## src/rtl/cap_array_seq_if.sv

```systemverilog
// Capacitor-array calibration port: the sequencer is master, the array (or its model) is slave.
interface cap_array_seq_if #(
  parameter int POS_W  = 5,
  parameter int COEF_W = 3
);
  logic              cap_rstn;
  logic              cap_wena;
  logic              cap_rena;
  logic              cap_read_ack;
  logic [POS_W-1:0]  cap_position;
  logic [COEF_W-1:0] cap_coefficent_in;
  logic [COEF_W-1:0] cap_rdata;
  logic              cap_rvalid;

  modport master (
    output cap_rstn, cap_wena, cap_rena, cap_read_ack, cap_position, cap_coefficent_in,
    input  cap_rdata, cap_rvalid
  );
  modport slave (
    input  cap_rstn, cap_wena, cap_rena, cap_read_ack, cap_position, cap_coefficent_in,
    output cap_rdata, cap_rvalid
  );
endinterface

```

## src/rtl/cap_array_seq.sv

```systemverilog
// Calibration sequencer: reset the cap array, write one coefficient per position,
// optionally read every position back and flag mismatches / missing responses.
module cap_array_seq #(
  parameter int N_POS         = 32,
  parameter int POS_W         = 5,
  parameter int COEF_W        = 3,
  parameter int RST_CYCLES    = 16,
  parameter int STROBE_CYCLES = 4,
  parameter int ACK_TIMEOUT   = 255
) (
  input  logic                    clk_50M,
  input  logic                    rst,
  input  logic                    start_i,
  input  logic                    mode_i,
  input  logic [N_POS*COEF_W-1:0] coef_table_i,
  cap_array_seq_if.master         cap,
  output logic                    cap_comp_ena_o,
  output logic                    busy_o,
  output logic                    done_o,
  output logic                    err_mismatch_o,
  output logic                    err_timeout_o,
  output logic [POS_W:0]          mismatch_cnt_o,
  output logic [2:0]              state_o
);
  typedef enum logic [2:0] {
    S_IDLE  = 3'd0,
    S_RESET = 3'd1,
    S_WRITE = 3'd2,
    S_READ  = 3'd3,
    S_DONE  = 3'd4
  } state_e;

  // One counter serves the reset length, the write phase offset and the ack wait.
  localparam int CMAX1 = (RST_CYCLES > ACK_TIMEOUT) ? RST_CYCLES : ACK_TIMEOUT;
  localparam int CMAX  = (CMAX1 > STROBE_CYCLES + 1) ? CMAX1 : STROBE_CYCLES + 1;
  localparam int CNT_W = $clog2(CMAX + 1);
  localparam logic [POS_W-1:0] LAST = POS_W'(N_POS - 1);

  state_e                         state_q;
  logic                           mode_q;
  logic [N_POS-1:0][COEF_W-1:0]   tbl_q;
  logic [CNT_W-1:0]               cnt_q;
  logic [POS_W-1:0]               pos_q;
  logic [COEF_W-1:0]              coef_q;
  logic                           rstn_q, wena_q, rena_q, ack_q, comp_q, errm_q, errt_q;
  logic [POS_W:0]                 mcnt_q;
  logic [POS_W-1:0]               pos_nxt;

  assign pos_nxt = pos_q + 1'b1;

  always_ff @(posedge clk_50M or posedge rst) begin
    if (rst) begin
      state_q <= S_IDLE;
      mode_q  <= 1'b0;
      tbl_q   <= '0;
      cnt_q   <= '0;
      pos_q   <= '0;
      coef_q  <= '0;
      rstn_q  <= 1'b1;
      wena_q  <= 1'b0;
      rena_q  <= 1'b0;
      ack_q   <= 1'b0;
      comp_q  <= 1'b0;
      errm_q  <= 1'b0;
      errt_q  <= 1'b0;
      mcnt_q  <= '0;
    end else begin
      ack_q <= 1'b0;
      case (state_q)
        S_IDLE, S_DONE: begin
          if (start_i) begin
            state_q <= S_RESET;
            mode_q  <= mode_i;
            tbl_q   <= coef_table_i;
            errm_q  <= 1'b0;
            errt_q  <= 1'b0;
            mcnt_q  <= '0;
            comp_q  <= 1'b0;
            rstn_q  <= 1'b0;
            pos_q   <= '0;
            cnt_q   <= CNT_W'(RST_CYCLES - 1);
          end
        end
        S_RESET: begin
          if (cnt_q == '0) begin
            state_q <= S_WRITE;
            rstn_q  <= 1'b1;
            pos_q   <= '0;
            coef_q  <= tbl_q[0];
          end else begin
            cnt_q <= cnt_q - 1'b1;
          end
        end
        S_WRITE: begin
          // cnt_q is the offset inside the set-up / strobe / hold window
          if (cnt_q == CNT_W'(STROBE_CYCLES + 1)) begin
            cnt_q <= '0;
            if (pos_q == LAST) begin
              pos_q  <= '0;
              coef_q <= '0;
              if (mode_q) begin
                state_q <= S_READ;
                rena_q  <= 1'b1;
              end else begin
                state_q <= S_DONE;
                comp_q  <= ~(errm_q | errt_q);
              end
            end else begin
              pos_q  <= pos_nxt;
              coef_q <= tbl_q[pos_nxt];
            end
          end else begin
            cnt_q  <= cnt_q + 1'b1;
            wena_q <= (cnt_q < CNT_W'(STROBE_CYCLES));
          end
        end
        S_READ: begin
          if (ack_q) begin
            if (pos_q == LAST) begin
              state_q <= S_DONE;
              pos_q   <= '0;
              comp_q  <= ~(errm_q | errt_q);
            end else begin
              pos_q  <= pos_nxt;
              rena_q <= 1'b1;
              cnt_q  <= '0;
            end
          end else if (cap.cap_rvalid) begin
            rena_q <= 1'b0;
            ack_q  <= 1'b1;
            if (cap.cap_rdata != tbl_q[pos_q]) begin
              errm_q <= 1'b1;
              mcnt_q <= mcnt_q + 1'b1;
            end
          end else if (cnt_q == CNT_W'(ACK_TIMEOUT)) begin
            // responder gave up: abandon the remaining positions
            state_q <= S_DONE;
            rena_q  <= 1'b0;
            errt_q  <= 1'b1;
            pos_q   <= '0;
            comp_q  <= 1'b0;
          end else begin
            cnt_q <= cnt_q + 1'b1;
          end
        end
        default: state_q <= S_IDLE;
      endcase
    end
  end

  assign cap.cap_rstn          = rstn_q;
  assign cap.cap_wena          = wena_q;
  assign cap.cap_rena          = rena_q;
  assign cap.cap_read_ack      = ack_q;
  assign cap.cap_position      = pos_q;
  assign cap.cap_coefficent_in = coef_q;

  assign cap_comp_ena_o = comp_q;
  assign busy_o         = (state_q == S_RESET) || (state_q == S_WRITE) || (state_q == S_READ);
  assign done_o         = (state_q == S_DONE);
  assign err_mismatch_o = errm_q;
  assign err_timeout_o  = errt_q;
  assign mismatch_cnt_o = mcnt_q;
  assign state_o        = state_q;
endmodule

```

## src/flat_wrapper.sv

```systemverilog
// flat-port wrapper written by rule: the top's interface ports become plain ports
module cap_array_seq_flat 
#(
  parameter int N_POS         = 32,
  parameter int POS_W         = 5,
  parameter int COEF_W        = 3,
  parameter int RST_CYCLES    = 16,
  parameter int STROBE_CYCLES = 4,
  parameter int ACK_TIMEOUT   = 255
)
  (clk_50M, rst, start_i, mode_i, coef_table_i, cap_comp_ena_o, busy_o, done_o, err_mismatch_o, err_timeout_o, mismatch_cnt_o, state_o, cap_cap_rstn, cap_cap_wena, cap_cap_rena, cap_cap_read_ack, cap_cap_position, cap_cap_coefficent_in, cap_cap_rdata, cap_cap_rvalid);
  cap_array_seq_if #(.POS_W(POS_W), .COEF_W(COEF_W)) cap_i ();
  input  logic clk_50M;
  input  logic rst;
  input  logic start_i;
  input  logic mode_i;
  input  logic [N_POS*COEF_W-1:0] coef_table_i;
  output logic cap_comp_ena_o;
  output logic busy_o;
  output logic done_o;
  output logic err_mismatch_o;
  output logic err_timeout_o;
  output logic [POS_W:0] mismatch_cnt_o;
  output logic [2:0] state_o;
  output wire logic [$bits(cap_i.cap_rstn)-1:0] cap_cap_rstn;
  output wire logic [$bits(cap_i.cap_wena)-1:0] cap_cap_wena;
  output wire logic [$bits(cap_i.cap_rena)-1:0] cap_cap_rena;
  output wire logic [$bits(cap_i.cap_read_ack)-1:0] cap_cap_read_ack;
  output wire logic [$bits(cap_i.cap_position)-1:0] cap_cap_position;
  output wire logic [$bits(cap_i.cap_coefficent_in)-1:0] cap_cap_coefficent_in;
  input wire logic [$bits(cap_i.cap_rdata)-1:0] cap_cap_rdata;
  input wire logic [$bits(cap_i.cap_rvalid)-1:0] cap_cap_rvalid;
  assign cap_cap_rstn = cap_i.cap_rstn;
  assign cap_cap_wena = cap_i.cap_wena;
  assign cap_cap_rena = cap_i.cap_rena;
  assign cap_cap_read_ack = cap_i.cap_read_ack;
  assign cap_cap_position = cap_i.cap_position;
  assign cap_cap_coefficent_in = cap_i.cap_coefficent_in;
  assign cap_i.cap_rdata = cap_cap_rdata;
  assign cap_i.cap_rvalid = cap_cap_rvalid;
  cap_array_seq #(.N_POS(N_POS), .POS_W(POS_W), .COEF_W(COEF_W), .RST_CYCLES(RST_CYCLES), .STROBE_CYCLES(STROBE_CYCLES), .ACK_TIMEOUT(ACK_TIMEOUT)) u_core (.clk_50M(clk_50M), .rst(rst), .start_i(start_i), .mode_i(mode_i), .coef_table_i(coef_table_i), .cap(cap_i), .cap_comp_ena_o(cap_comp_ena_o), .busy_o(busy_o), .done_o(done_o), .err_mismatch_o(err_mismatch_o), .err_timeout_o(err_timeout_o), .mismatch_cnt_o(mismatch_cnt_o), .state_o(state_o));
endmodule
```

## config.mk

```make
export PLATFORM = sky130hd
export DESIGN_NAME = cap_array_seq_flat
export DESIGN_NICKNAME = d
export VERILOG_FILES = /design/src/rtl/cap_array_seq_if.sv /design/src/rtl/cap_array_seq.sv /design/src/flat_wrapper.sv
export SDC_FILE = /design/constraint.sdc
export NUM_CORES = 1
export LEC_CHECK = 0
export BUFFER_PORTS_ARGS = -buffer_cell sky130_fd_sc_hd__buf_2
export CORE_MARGIN = 4
export CORE_UTILIZATION = 60
export DETAILED_ROUTE_END_ITERATION = 12
export PLACE_DENSITY = 0.82
export SLEW_MARGIN = 0
export SYNTH_ARGS = -nofsm -noshare
export SYNTH_HDL_FRONTEND = slang
export SYNTH_SLANG_ARGS = --single-unit
```

## constraint.sdc

```tcl
create_clock -name clk_50M -period 11 [get_ports clk_50M]
set_input_delay 0.55 -clock clk_50M [delete_from_list [all_inputs] [get_ports clk_50M]]
set_output_delay 0.55 -clock clk_50M [all_outputs]
set_load 0.02 [all_outputs]
```

-- Word level (Yosys, flattened, before mapping)
Cells that the tools add are included.
- reduce and logical (&&, ||, !) cells: 22
- bitwise gates (word level): 3
- $add $sub $neg: 4
- equality and inequality tests: 26
- magnitude comparators: 3
- muxes and demuxes: 68
- operator list (kind ; count):
    $mux 8 ; 7
    $mux 3 ; 14
    $mux 5 ; 7
    $pmux 8 s4 ; 1
    $bmux 3 s5 ; 2
    $mux 1 ; 24
    $mux 6 ; 4
    $pmux 5 s4 ; 1
    $reduce_and 6->1 ; 3
    $lt 5x6->1 const B ; 2
    $ne 2x1->1 const B ; 6
    $ne 2x2->1 const B ; 6
    $pmux 3 s4 ; 1
    $pmux 6 s2 ; 1
    $reduce_and 5->1 ; 2
    $add 8x1->8 const B ; 1
    $eq 8x3->1 const B ; 1
    $eq 8x8->1 const B ; 1
    $logic_not 8->1 ; 1
    $lt 8x3->1 const B ; 1
    $pmux 1 s2 ; 4
    $reduce_and 8->1 ; 1
    $reduce_bool 2->1 ; 4
    $sub 8x1->8 const B ; 1
    other kinds (23) ; 30
- register bits: 129
- bits of input ports: 104

-- Depth between registers and ports, before layout
- word-level depth: 7
- depth in mapped cells: 12
- depth with buffers taken out: 10

-- Worst setup path before layout
OpenSTA, ideal clock, no wires.
- path type: register -> register
- start: register u_core.pos_q[0], in the netlist u_core.cap.cap_position[0]
- end: register u_core.mcnt_q[2], in the netlist u_core.mismatch_cnt_o[2]
- data required time: 10.880 ns
- cell stages (with the launch flop): 13
- data arrival time: 2.548 ns
- setup time: 0.120 ns
- slack: 8.332 ns
- cell sequence: dfrtp_1 > buf_6 > buf_6 > buf_4 > buf_2 > mux2i_1 > nand2_1 > a31oi_1 > o311ai_0 > xnor2_1 > nand3_2 > a32o_1 > a31o_1
- cells in the longest elaborated chain, start to end: 5
- RTL lines (element ; RTL line ; source):
    start: declaration ; cap_array_seq.sv:43 ; logic [POS_W-1:0] pos_q;
    start signal: assignment ; cap_array_seq.sv:109 ; pos_q <= pos_nxt;
    start signal: assignment ; cap_array_seq.sv:124 ; pos_q <= pos_nxt;
    $bmux 3 s5 ; cap_array_seq.sv:131 ; if (cap.cap_rdata != tbl_q[pos_q]) begin
    $mux 3 (implied by the code) ; cap_array_seq.sv:131 ;
    $ne 3x3->1 ; cap_array_seq.sv:131 ;
    $ne 2x1->1 (no line) ; - ;
    $reduce_and 5->1 (no line) ; - ;
    end signal: assignment ; cap_array_seq.sv:133 ; mcnt_q <= mcnt_q + 1'b1;
    end: declaration ; cap_array_seq.sv:46 ; logic [POS_W:0] mcnt_q;
Every way passes these cells. The select of a mux whose other input is x is not followed.
A chain may end at the register's enable or synchronous reset.

-- Final worst setup path
- start: register u_core.pos_q[0], in the netlist u_core.cap.cap_position[0]
- end: register u_core.coef_q[1], in the netlist u_core.cap.cap_coefficent_in[1]
- cells in the longest elaborated chain, start to end: 6
- elaborated cells on any way between the ends: 7
- classes of those cells: 1 x add/sub; 1 x eq/ne; 5 x mux
- RTL lines (element ; RTL line ; source):
    $add 5x1->5 ; cap_array_seq.sv:49 ; assign pos_nxt = pos_q + 1'b1;
    $bmux 3 s5 ; cap_array_seq.sv:110 ; coef_q <= tbl_q[pos_nxt];
    $mux 3 (implied by the code) ; cap_array_seq.sv:110 ;
    $mux 3 (*) ; cap_array_seq.sv:98 ; if (pos_q == LAST) begin
    $mux 3 (*) ; cap_array_seq.sv:96 ; if (cnt_q == CNT_W'(STROBE_CYCLES + 1)) begin
    $pmux 3 s2 (*) ; cap_array_seq.sv:69 ; case (state_q)
    end signal: assignment ; cap_array_seq.sv:89 ; coef_q <= tbl_q[0];
    end signal: assignment ; cap_array_seq.sv:110 ;
    end: declaration ; cap_array_seq.sv:44 ; logic [COEF_W-1:0] coef_q;
Every way passes the cells marked *; elsewhere a longest branch is shown, timed or not. The select of a mux whose other input is x is not followed.

==> results.cfg <==
[run_status]
status = finished clean

[worst_setup_path]
worstReg2RegEnd = u_core.cap.cap_coefficent_in[1]$_DFFE_PP0P_
cp.arrival_ns = 3.76
critPathMaxStageDelay_ns = 1.09
reg2reg_from = u_core.cap.cap_position[0]$_DFFE_PP0P_
cp_cell_sequence = ha_1, buf_4, mux4_2, mux2i_1, mux4_2, nor3_1, a21oi_1, a21oi_1
critical_path.startpoint = u_core.cap.cap_position[0]$_DFFE_PP0P_
end_kind = flop
worst-setup-path-type = flop to flop
r2r_slack_ns = 7.52
worstRegToRegCells = 8
cp.required_ns = 11.28
crit_path_start_kind = flop
crit_fanout = 69
crit_slowest_cell = dfrtp_4

[timing]
setup_ws_ns = 7.52
period_share_pct = 31.6
worstMarginPinSlew_ns = 1.02
setup_viol = 0
hold_viol = 0
slew_viol_final = 0
fin_worst_skew_ns = 0.00706
clock.fmax_mhz = 288
rsz0062_at_grt = false
finalSetupTns_ns = 0
hold_ws_ns = 0.276
finalCriticalPeriod_ns = 3.48
slew_headroom_pct = 32.0

[logic_synthesis]
synth_top_family_by_area = simple AND/OR/NAND/NOR gates
synth-simple-area-share_pct = 22.4
synth_fa_ha_area_share_pct = 1.21
syn_nets = 891
syn_area_um2 = 7220
async_flop_share_pct = 100
yosysWarnings = 0
postSynthCellCount = 780
muxShareOfSynthArea_pct = 18.0
synth_flop_cell = dfrtp_1
ys_types = 55
synth.yosys.seq_area_share_pct = 44.7
syn_area_per_cell_um2 = 9.26
yosysTopAreaCellShare_pct = 44.4
ys_seq_elements = 129
synth-compound-area-share_pct = 9.13
synth_top_area_cell = dfrtp_1
synth_edf_count = 0
synth-xor-area-share_pct = 0.728
ys_top_cells_by_area = dfrtp_1, nand2_1, mux4_2

[power_and_ir_drop]
power.leakage_nw = 4.14
vdd_drop_max_uv = 139
p_per_area_nw_per_um2 = 297

[drt]
vias = 6440
routed_wl_mm = 20.2
wl_per_cell_um = 19.4
route.detailed.drc = 0
drtPass1Iterations = 8
drt-initial-drc-count = 748
viasPerCell = 6.20
ant_nets = 0

[clock_network]
clock-sinks = 129
cts.htree.levels = 4
path_clk_slew_ns = 0.06
cts_resized = 0
cts.path.max_buffers = 2
cts_hold_buf = 0
tritoncts = built
post-cts-setup-buffers = 0
clk_latency_ns = 0.43
numCtsBuffers = 17
clock_tree.root_cell = clkbuf_16

[final_layout]
fin_nets = 994
synthToLayoutAreaGrowth_pct = 17.4
drive_above_1_share_pct = 23.7
final_cell_mix = nand2_1, buf_2, dfrtp_1
final_common_cell = nand2_1
antenna_cells = 0

[die]
placeableCoreArea_um2 = 11600
boundaryPins = 130
die_w_um = 118
fp.dieArea_um2 = 13900
die_h_um = 118
start_util_pct = 62.2
rows = 39

[placement]
post-place-ws_ns = 7.56
routabilityCongestion = 0.914
dp_hpwl_mm = 13.8
io_buffers = 129

[global_routing]
grt_pass1_vias = 6655
grt_use_total_pct = 30.3
grt_pass1_wl_mm = 33.7
overflow = 0
antenna_found_initial = 0
grt_max_degree = 101

[hold_path]
hold_path.class = input port to asynchronous set/reset pin

[run]
drv_cap = 0
power by group:
| group | leakage, nW | internal, mW | switching (mW) | total [mW] |
|---|---|---|---|---|
| clock | 0.296 | 0.378 | 0.210 | 0.588 |
| combinational | 2.23 | 0.445 | 0.526 | 0.971 |
| sequential | 1.62 | 0.679 | 0.280 | 0.959 |
cell families (layout without fill, tap and decap cells):
family                   Yosys count  in the layout
AND/OR/NAND/NOR                  395            395
flip-flops                       129            129
AO/OA/AOI/OAI                     99             99
multiplexers                      84             84
buffers and inverters             60            176
adder cells (fa/ha/maj)            7              7
XOR/XNOR                           6              6
routing by layer:
layer	track usage (%)	vias up	part of all wire [%]
li1	-	2889	-
met1	38.8	3109	39
met2	49.3	372	49
met3	6.25	70	8.2
met4	14.9	0	4.1
met5	0	-	0
cells in the mapped netlist (3+ instances only):
cell type	instances
buf_2	6
a31oi_1	7
nor2_1	24
mux4_2	34
buf_4	4
nor2b_1	4
and2_1	3
xor2_1	3
nor3_1	9
a22o_1	6
o21ai_0	21
buf_6	3
inv_1	11
nand2b_1	4
nor4b_1	3
nand2_1	317
a31o_1	3
a21oi_1	21
o22ai_1	3
o31ai_1	9
mux2i_1	46
nand4_1	5
and3_1	6
buf_1	3
clkbuf_1	33
nand3_1	7
xnor2_1	3
a22oi_1	11
or2_2	4
ha_1	7
dfrtp_1	128
sequential cells by signal, indices dropped and copies added, names as in the netlist:
register / cells
u_core.cap.cap_rena: 1
u_core.mode_q: 1
u_core.cap.cap_rstn: 1
u_core.cap.cap_coefficent_in: 3
u_core.cap_comp_ena_o: 1
u_core.cnt_q: 8
u_core.cap.cap_wena: 1
u_core.tbl_q: 96
u_core.cap.cap_read_ack: 1
u_core.state_o: 3
u_core.err_mismatch_o: 1
u_core.err_timeout_o: 1
u_core.mismatch_cnt_o: 6
u_core.cap.cap_position: 5
per-stage QoR:
step           total power, mW  utilization [%]  cells  instance area [um2]
2_1_floorplan             1.62                -    780                 7220
3_3_place_gp              1.82             67.7   1007                 7860
3_5_place_dp              1.89             67.7   1007                 7860
4_1_cts                   2.51             73.0   1039                 8480
5_1_grt                   2.68             73.0   1039                 8480
6_report                  2.52             73.0   1039                 8480
cell type report:
type                       instances  area (um2)
multi-input combinational        591        3730
sequential                       129        3230
fill                             857        3140
timing repair buffer             133         676
clock buffer                      18         429
clock inverter                    14         189
tap                              143         179
inverter                          11        43.8
critical path: cells and delay by family, from the launching register on:
family	cells	cell delay [ns]
flops	1	1.09
mux	3	0.99
fa+ha+maj	1	0.60
buf+inv	1	0.38
compound gates	2	0.21
simple gates	1	0.05
worst max-delay path by stage:
stage                                                   to  slack (ns)  cells after the start
6_report       u_core.cap.cap_coefficent_in[1]$_DFFE_PP0P_        7.52                      8
5_1_grt        u_core.cap.cap_coefficent_in[0]$_DFFE_PP0P_        7.23                      8
4_1_cts        u_core.cap.cap_coefficent_in[1]$_DFFE_PP0P_        7.50                      8
3_5_place_dp   u_core.cap.cap_coefficent_in[1]$_DFFE_PP0P_        7.56                      8
3_3_place_gp   u_core.cap.cap_coefficent_in[1]$_DFFE_PP0P_        7.65                      8
2_1_floorplan  u_core.cap.cap_coefficent_in[0]$_DFFE_PP0P_        7.01                      1
Power figures use the tool's default switching activity.
